File: config.mk
export PLATFORM = sky130hd
export DESIGN_NAME = jtframe_vidout_sel
export DESIGN_NICKNAME = d
export VERILOG_FILES = /design/src/rtl/jtframe_vidout_pkg.sv /design/src/rtl/jtframe_edge_det.sv /design/src/rtl/jtframe_vidout_sel.sv
export SDC_FILE = /design/constraint.sdc
export NUM_CORES = 1
export LEC_CHECK = 0
export ABC_AREA = 1
export BUFFER_PORTS_ARGS = -buffer_cell sky130_fd_sc_hd__buf_2
export CORE_MARGIN = 2
export CORE_UTILIZATION = 43
export DETAILED_ROUTE_END_ITERATION = 10
export PLACE_DENSITY = 0.77
export REMOVE_ABC_BUFFERS = 1
export SYNTH_ARGS = -nofsm -noshare
export SYNTH_HDL_FRONTEND = slang
export SYNTH_SLANG_ARGS = --single-unit
File: constraint.sdc
create_clock -name clk_sys -period 2.3 [get_ports clk_sys]
set_clock_uncertainty 0.15 [all_clocks]
set_input_delay 0.115 -clock clk_sys [delete_from_list [all_inputs] [get_ports clk_sys]]
set_output_delay 0.115 -clock clk_sys [all_outputs]
set_load 0.05 [all_outputs]
File: src/rtl/jtframe_vidout_pkg.sv
// rtl/jtframe_vidout_pkg.sv - shared state encoding and colour width scaling for the video output selector
package jtframe_vidout_pkg;

   typedef enum logic [1:0] {
      ST_RUN     = 2'd0,
      ST_WAIT_VS = 2'd1,
      ST_MUTE    = 2'd2
   } state_t;

   // Output bit k (from the MSB) takes input bit (k mod iw) from the MSB: this
   // replicates MSBs when widening and keeps the top bits when narrowing.
   function automatic logic [31:0] scale_color(input logic [31:0] v, input int iw, input int ow);
      logic [31:0] r;
      r = '0;
      for (int k = 0; k < 32; k++) begin
         if (k < ow) r[5'(ow - 1 - k)] = v[5'(iw - 1 - (k % iw))];
      end
      return r;
   endfunction

endpackage

File: src/rtl/jtframe_edge_det.sv
// rtl/jtframe_edge_det.sv - one-cycle rise/fall pulses from the previous-cycle sample
module jtframe_edge_det #(
   parameter logic RST_VAL = 1'b0
) (
   input  logic clk,
   input  logic rst_n,
   input  logic din,
   output logic rise,
   output logic fall
);

   logic din_q, din_d;

   always_comb begin
      din_d = din;
   end

   always_ff @(posedge clk) begin
      if (!rst_n) din_q <= RST_VAL;
      else        din_q <= din_d;
   end

   assign rise = din & ~din_q;
   assign fall = ~din & din_q;

endmodule

File: src/rtl/jtframe_vidout_sel.sv
// rtl/jtframe_vidout_sel.sv - registered native/scan-doubled video selector with frame-aligned muted switching; JTFRAME_SCANLINES_EN adds scanline dimming
import jtframe_vidout_pkg::*;

module jtframe_vidout_sel #(
   parameter int COLORW      = 4,
   parameter int SCANW       = 6,
   parameter int OUTW        = 6,
   parameter int MUTE_FRAMES = 2,
   parameter int TOW         = 20
) (
   input  logic              clk_sys,
   input  logic              rst_n,
   input  logic [COLORW-1:0] game_r,
   input  logic [COLORW-1:0] game_g,
   input  logic [COLORW-1:0] game_b,
   input  logic              hs,
   input  logic              vs,
   input  logic [SCANW-1:0]  scan2x_r,
   input  logic [SCANW-1:0]  scan2x_g,
   input  logic [SCANW-1:0]  scan2x_b,
   input  logic              scan2x_hs,
   input  logic              scan2x_vs,
   input  logic              scan2x_req,
   input  logic              scan_dim,
   output logic [OUTW-1:0]   VIDEO_R,
   output logic [OUTW-1:0]   VIDEO_G,
   output logic [OUTW-1:0]   VIDEO_B,
   output logic              VIDEO_HS,
   output logic              VIDEO_VS,
   output logic              scan2x_enb,
   output logic              switching
);

   state_t          state_q, state_d;
   logic            enb_q, enb_d, sw_q, sw_d;
   logic [3:0]      mute_q, mute_d;
   logic [TOW-1:0]  to_q, to_d;
   logic [OUTW-1:0] r_q, r_d, g_q, g_d, b_q, b_d;
   logic            hs_q, hs_d, vs_q, vs_d;

   logic            vs_rise, svs_fall, act_edge, to_full;
   logic [1:0]      unused_edge;
   logic [OUTW-1:0] nat_r, nat_g, nat_b, sc_r, sc_g, sc_b, scn_r, scn_g, scn_b;

   jtframe_edge_det #(.RST_VAL(1'b0)) u_vs (
      .clk(clk_sys), .rst_n(rst_n), .din(vs), .rise(vs_rise), .fall(unused_edge[0])
   );

   jtframe_edge_det #(.RST_VAL(1'b1)) u_svs (
      .clk(clk_sys), .rst_n(rst_n), .din(scan2x_vs), .rise(unused_edge[1]), .fall(svs_fall)
   );

   assign nat_r = OUTW'(scale_color(32'(game_r), COLORW, OUTW));
   assign nat_g = OUTW'(scale_color(32'(game_g), COLORW, OUTW));
   assign nat_b = OUTW'(scale_color(32'(game_b), COLORW, OUTW));
   assign sc_r  = OUTW'(scale_color(32'(scan2x_r), SCANW, OUTW));
   assign sc_g  = OUTW'(scale_color(32'(scan2x_g), SCANW, OUTW));
   assign sc_b  = OUTW'(scale_color(32'(scan2x_b), SCANW, OUTW));

`ifdef JTFRAME_SCANLINES_EN
   logic par_q, par_d, shs_fall, unused_shs_rise, dim;

   jtframe_edge_det #(.RST_VAL(1'b1)) u_shs (
      .clk(clk_sys), .rst_n(rst_n), .din(scan2x_hs), .rise(unused_shs_rise), .fall(shs_fall)
   );

   // Line parity restarts at every frame so line 0 is always bright.
   always_comb begin
      par_d = par_q;
      if (svs_fall)      par_d = 1'b0;
      else if (shs_fall) par_d = ~par_q;
   end

   always_ff @(posedge clk_sys) begin
      if (!rst_n) par_q <= 1'b0;
      else        par_q <= par_d;
   end

   assign dim   = scan_dim & par_q;
   assign scn_r = dim ? (sc_r >> 1) : sc_r;
   assign scn_g = dim ? (sc_g >> 1) : sc_g;
   assign scn_b = dim ? (sc_b >> 1) : sc_b;
`else
   logic unused_dim;
   assign unused_dim = scan_dim;
   assign scn_r = sc_r;
   assign scn_g = sc_g;
   assign scn_b = sc_b;
`endif

   // The frame edge always follows whichever source currently drives the pins.
   assign act_edge = enb_q ? vs_rise : svs_fall;
   assign to_full  = &to_q;

   always_comb begin
      state_d = state_q;
      enb_d   = enb_q;
      sw_d    = sw_q;
      mute_d  = mute_q;
      to_d    = to_q;
      case (state_q)
         ST_RUN: begin
            if (scan2x_req == enb_q) begin
               state_d = ST_WAIT_VS;
               to_d    = '0;
               sw_d    = 1'b1;
            end
         end
         ST_WAIT_VS: begin
            to_d = to_q + TOW'(1);
            if (scan2x_req != enb_q) begin
               state_d = ST_RUN;
               sw_d    = 1'b0;
            end else if (act_edge || to_full) begin
               enb_d   = ~enb_q;
               mute_d  = 4'(MUTE_FRAMES);
               to_d    = '0;
               state_d = ST_MUTE;
            end
         end
         ST_MUTE: begin
            to_d = to_q + TOW'(1);
            if (to_full) begin
               state_d = ST_RUN;
               sw_d    = 1'b0;
               mute_d  = '0;
            end else if (act_edge) begin
               mute_d = mute_q - 4'd1;
               if (mute_q == 4'd1) begin
                  state_d = ST_RUN;
                  sw_d    = 1'b0;
               end
            end
         end
         default: begin
            state_d = ST_RUN;
            sw_d    = 1'b0;
         end
      endcase
   end

   always_comb begin
      if (enb_q) begin
         r_d  = nat_r;
         g_d  = nat_g;
         b_d  = nat_b;
         hs_d = ~((~hs) ^ (~vs));
         vs_d = 1'b1;
      end else begin
         r_d  = scn_r;
         g_d  = scn_g;
         b_d  = scn_b;
         hs_d = scan2x_hs;
         vs_d = scan2x_vs;
      end
      if (state_q == ST_MUTE) begin
         r_d = '0;
         g_d = '0;
         b_d = '0;
      end
   end

   always_ff @(posedge clk_sys) begin
      if (!rst_n) begin
         state_q <= ST_RUN;
         enb_q   <= 1'b1;
         sw_q    <= 1'b0;
         mute_q  <= '0;
         to_q    <= '0;
         r_q     <= '0;
         g_q     <= '0;
         b_q     <= '0;
         hs_q    <= 1'b1;
         vs_q    <= 1'b1;
      end else begin
         state_q <= state_d;
         enb_q   <= enb_d;
         sw_q    <= sw_d;
         mute_q  <= mute_d;
         to_q    <= to_d;
         r_q     <= r_d;
         g_q     <= g_d;
         b_q     <= b_d;
         hs_q    <= hs_d;
         vs_q    <= vs_d;
      end
   end

   assign VIDEO_R    = r_q;
   assign VIDEO_G    = g_q;
   assign VIDEO_B    = b_q;
   assign VIDEO_HS   = hs_q;
   assign VIDEO_VS   = vs_q;
   assign scan2x_enb = enb_q;
   assign switching  = sw_q;

endmodule

==> impl_metrics.env <==
export IMPL_status="complete, no violations"
export IMPL_path_clk_slew_ns=0.11
export IMPL_slew_headroom=0.728
export IMPL_post_dp_hpwl_um=4160
export IMPL_hold_class="primary input to flop"
export IMPL_min_from="rst_n"
export IMPL_p_leak_nw=1.44
export IMPL_portBuffers=58
export IMPL_drv_cap=0
export IMPL_tritoncts="yes"
export IMPL_path_max_fanout=18
export IMPL_hold_violations=0
export IMPL_period_needed_ns=2.17
export IMPL_finalSetupViolCount=0
export IMPL_routed_wl_um=6680
export IMPL_grt_setup_unrepaired="false"
export IMPL_path_buf_inv=4
export IMPL_wl_per_cell_um=12.8
export IMPL_dieArea_mm2=0.00646
export IMPL_critical_path_max_stage_delay_ns=0.60
export IMPL_worstPathArrival_ns=2.29
export IMPL_post_route_period_util=0.944
export IMPL_final_antenna_net_count=0
export IMPL_report_final_slew_viol_count=0
export IMPL_drt_iter0_markers=181
export IMPL_hold_depth=3
export IMPL_coreArea_mm2=0.00557
export IMPL_cp_slowest_cell="dlygate4sd3_1"
export IMPL_clockBufferDepth=2
export IMPL_cts_buffers_inserted=5
export IMPL_grt_max_degree=23
export IMPL_synth_cell_types=32
export IMPL_ios=60
export IMPL_drt_first_pass_iters=4
export IMPL_utilization=0.605
export IMPL_antenna_found_initial=1
export IMPL_reg2reg_from="state_q[0]"
export IMPL_power_density_mw_per_mm2=847
export IMPL_grt_pass1_vias=2478
export IMPL_die_x_um=80.4
export IMPL_syn_inst=349
export IMPL_synth_flop_cell="dfxtp_1"
export IMPL_worst_pin_slew_ns=0.407
export IMPL_ys_seq_elements=50
export IMPL_r2r_slack_ns=0.13
export IMPL_drive_gt1_frac=0.217
export IMPL_yosysWarnings=0
export IMPL_path_class="flop to flop"
export IMPL_syn_area_mm2=0.00251
export IMPL_gp_congestion=0.814
export IMPL_viasPerCell=4.96
export IMPL_grt_ovfl_total=0
export IMPL_syn_avg_cell_area_um2=7.19
export IMPL_fp_dieH_um=80.4
export IMPL_synth_edff_count=0
export IMPL_ys_seq_area_frac=0.399
export IMPL_grt_first_pass_wirelength_um=10400
export IMPL_clock_latency_ns=0.32
export IMPL_critical_path_required_ns=2.41
export IMPL_peakVddDrop_v=0.000528
export IMPL_clk_root_buffer_cell="clkbuf_8"
export IMPL_area_delta_synth_final_pct=34.4
export IMPL_htree_levels=2
export IMPL_path_cells="inv_1 > ha_1 > nor2_1 > clkinvlp_4 > buf_12 > a21oi_1 > dlygate4sd3_1"
export IMPL_finalPower_w=0.00286
export IMPL_fin_tns_setup_ns=0
export IMPL_drc=0
export IMPL_crit_path_start_kind="flop"
export IMPL_synthArstFlopShare=0
export IMPL_grt_use_total=0.203
export IMPL_start_util=0.450
export IMPL_clock_fmax_mhz=461
export IMPL_fp_row_count=27
export IMPL_reg2reg_to="VIDEO_R[2]"
export IMPL_end_kind="flop"
export IMPL_crit_family="buffers and inverters"
export IMPL_min_to="u_svs.din_q"
export IMPL_ff2ff_path_depth=7
export IMPL_vias=2586
export IMPL_nNetsFinal=492
export IMPL_cts_sinks=50
[power breakdown]
part,internal [W],switching (W)
clock network,0.000226,0.000333
logic,0.000405,0.000863
registers,0.000976,0.0000531
[worst max path at each step]
stage | start | end | slack [ns] | cells past startpoint
detailed placement | to_q[0] | to_q[13] | 0.30 | 10
floorplan | scan2x_enb | to_q[17] | 0.07 | 9
CTS | state_q[0] | VIDEO_R[5] | 0.03 | 6
global placement | to_q[0] | to_q[14] | 0.33 | 10
finish | state_q[0] | VIDEO_R[2] | 0.13 | 7
global route | state_q[0] | VIDEO_R[2] | 0.09 | 7
[final cells by class]
| cell class | instances | area, µm² |
|---|---|---|
| Tap cell | 72 | 90.1 |
| Antenna cell | 1 | 2.50 |
| Fill cell | 462 | 2200 |
| Clock inverter | 3 | 28.8 |
| Sequential cell | 50 | 1000 |
| Inverter | 37 | 143 |
| Multi-Input combinational cell | 251 | 1300 |
| Timing Repair Buffer | 102 | 733 |
| Clock buffer | 5 | 68.8 |
[synthesized netlist by cell type (all sizes together), types with 2 or more instances]
library cell / number / area share
o21bai: 4 / 0.016
nor3: 8 / 0.016
nor2: 48 / 0.082
dfxtp: 50 / 0.40
nor3b: 2 / 0.0060
inv: 36 / 0.054
xor2: 5 / 0.020
o211ai: 2 / 0.0060
o21ai: 14 / 0.028
nand4: 7 / 0.017
a21oi: 34 / 0.072
nand2: 87 / 0.15
buf: 5 / 0.017
nand3: 30 / 0.064
ha: 7 / 0.035
clkbuf: 6 / 0.0090
[registers in the layout, indices dropped and copies added (netlist names)]
signal       count
VIDEO_B          6
VIDEO_G          6
VIDEO_HS         1
VIDEO_R          6
VIDEO_VS         1
mute_q           4
scan2x_enb       1
state_q          2
switching        1
to_q            20
u_svs.din_q      1
u_vs.din_q       1
[cells by family after synthesis]
group / Yosys count / share of synthesized area
fa+ha+maj: 7 / 0.0349
compound gates: 57 / 0.133
buf+inv: 48 / 0.0813
flops: 50 / 0.399
simple gates: 182 / 0.331
xor+xnor: 5 / 0.0204
[tightest hold or removal path: stages]
cell and delay (ns):
buf_2 0.10, buf_4 0.20, nand2_1 0.09
[per-stage QoR]
| stage | instances | cell area (µm²) | hold slack (ns) | setup WS, ns |
|---|---|---|---|---|
| floorplan | 338 | 2440 | 0.0339 | 0.0684 |
| global placement | 471 | 2850 | 0.182 | 0.331 |
| CTS | 519 | 3340 | 0.0547 | 0.0274 |
| global route | 521 | 3370 | 0.0841 | 0.0945 |
| detailed placement | 471 | 2850 | 0.184 | 0.298 |
| finish | 521 | 3370 | 0.0763 | 0.129 |
[cells in the final DEF (no fill, tap or decap), drive strengths merged, types with 7 or more instances in the layout]
cell / count
nand2: 87
o21ai: 14
dlygate4sd3: 40
nor2: 48
nand3: 30
inv: 37
nand4: 7
a21oi: 34
nor3: 8
buf: 62
dfxtp: 50
ha: 7
[metal layers]
metal / vias up / wire (µm) / GRT usage
met5: - / 0 / 0
met4: 0 / 236 / 0.0949
met3: 21 / 330 / 0.0438
met2: 76 / 3310 / 0.363
met1: 1163 / 2800 / 0.227
li1: 1326 / - / -
[timing repair]
item / CTS / global route
endpoints found under the setup margin: 0 / 15
buffers inserted: 0 / 1
hold buffers: 40 / 0
gates resized for setup: 0 / 1
hold endpoints to repair: 22 / 0
Note: power is estimated with default switching activity, not from simulation.
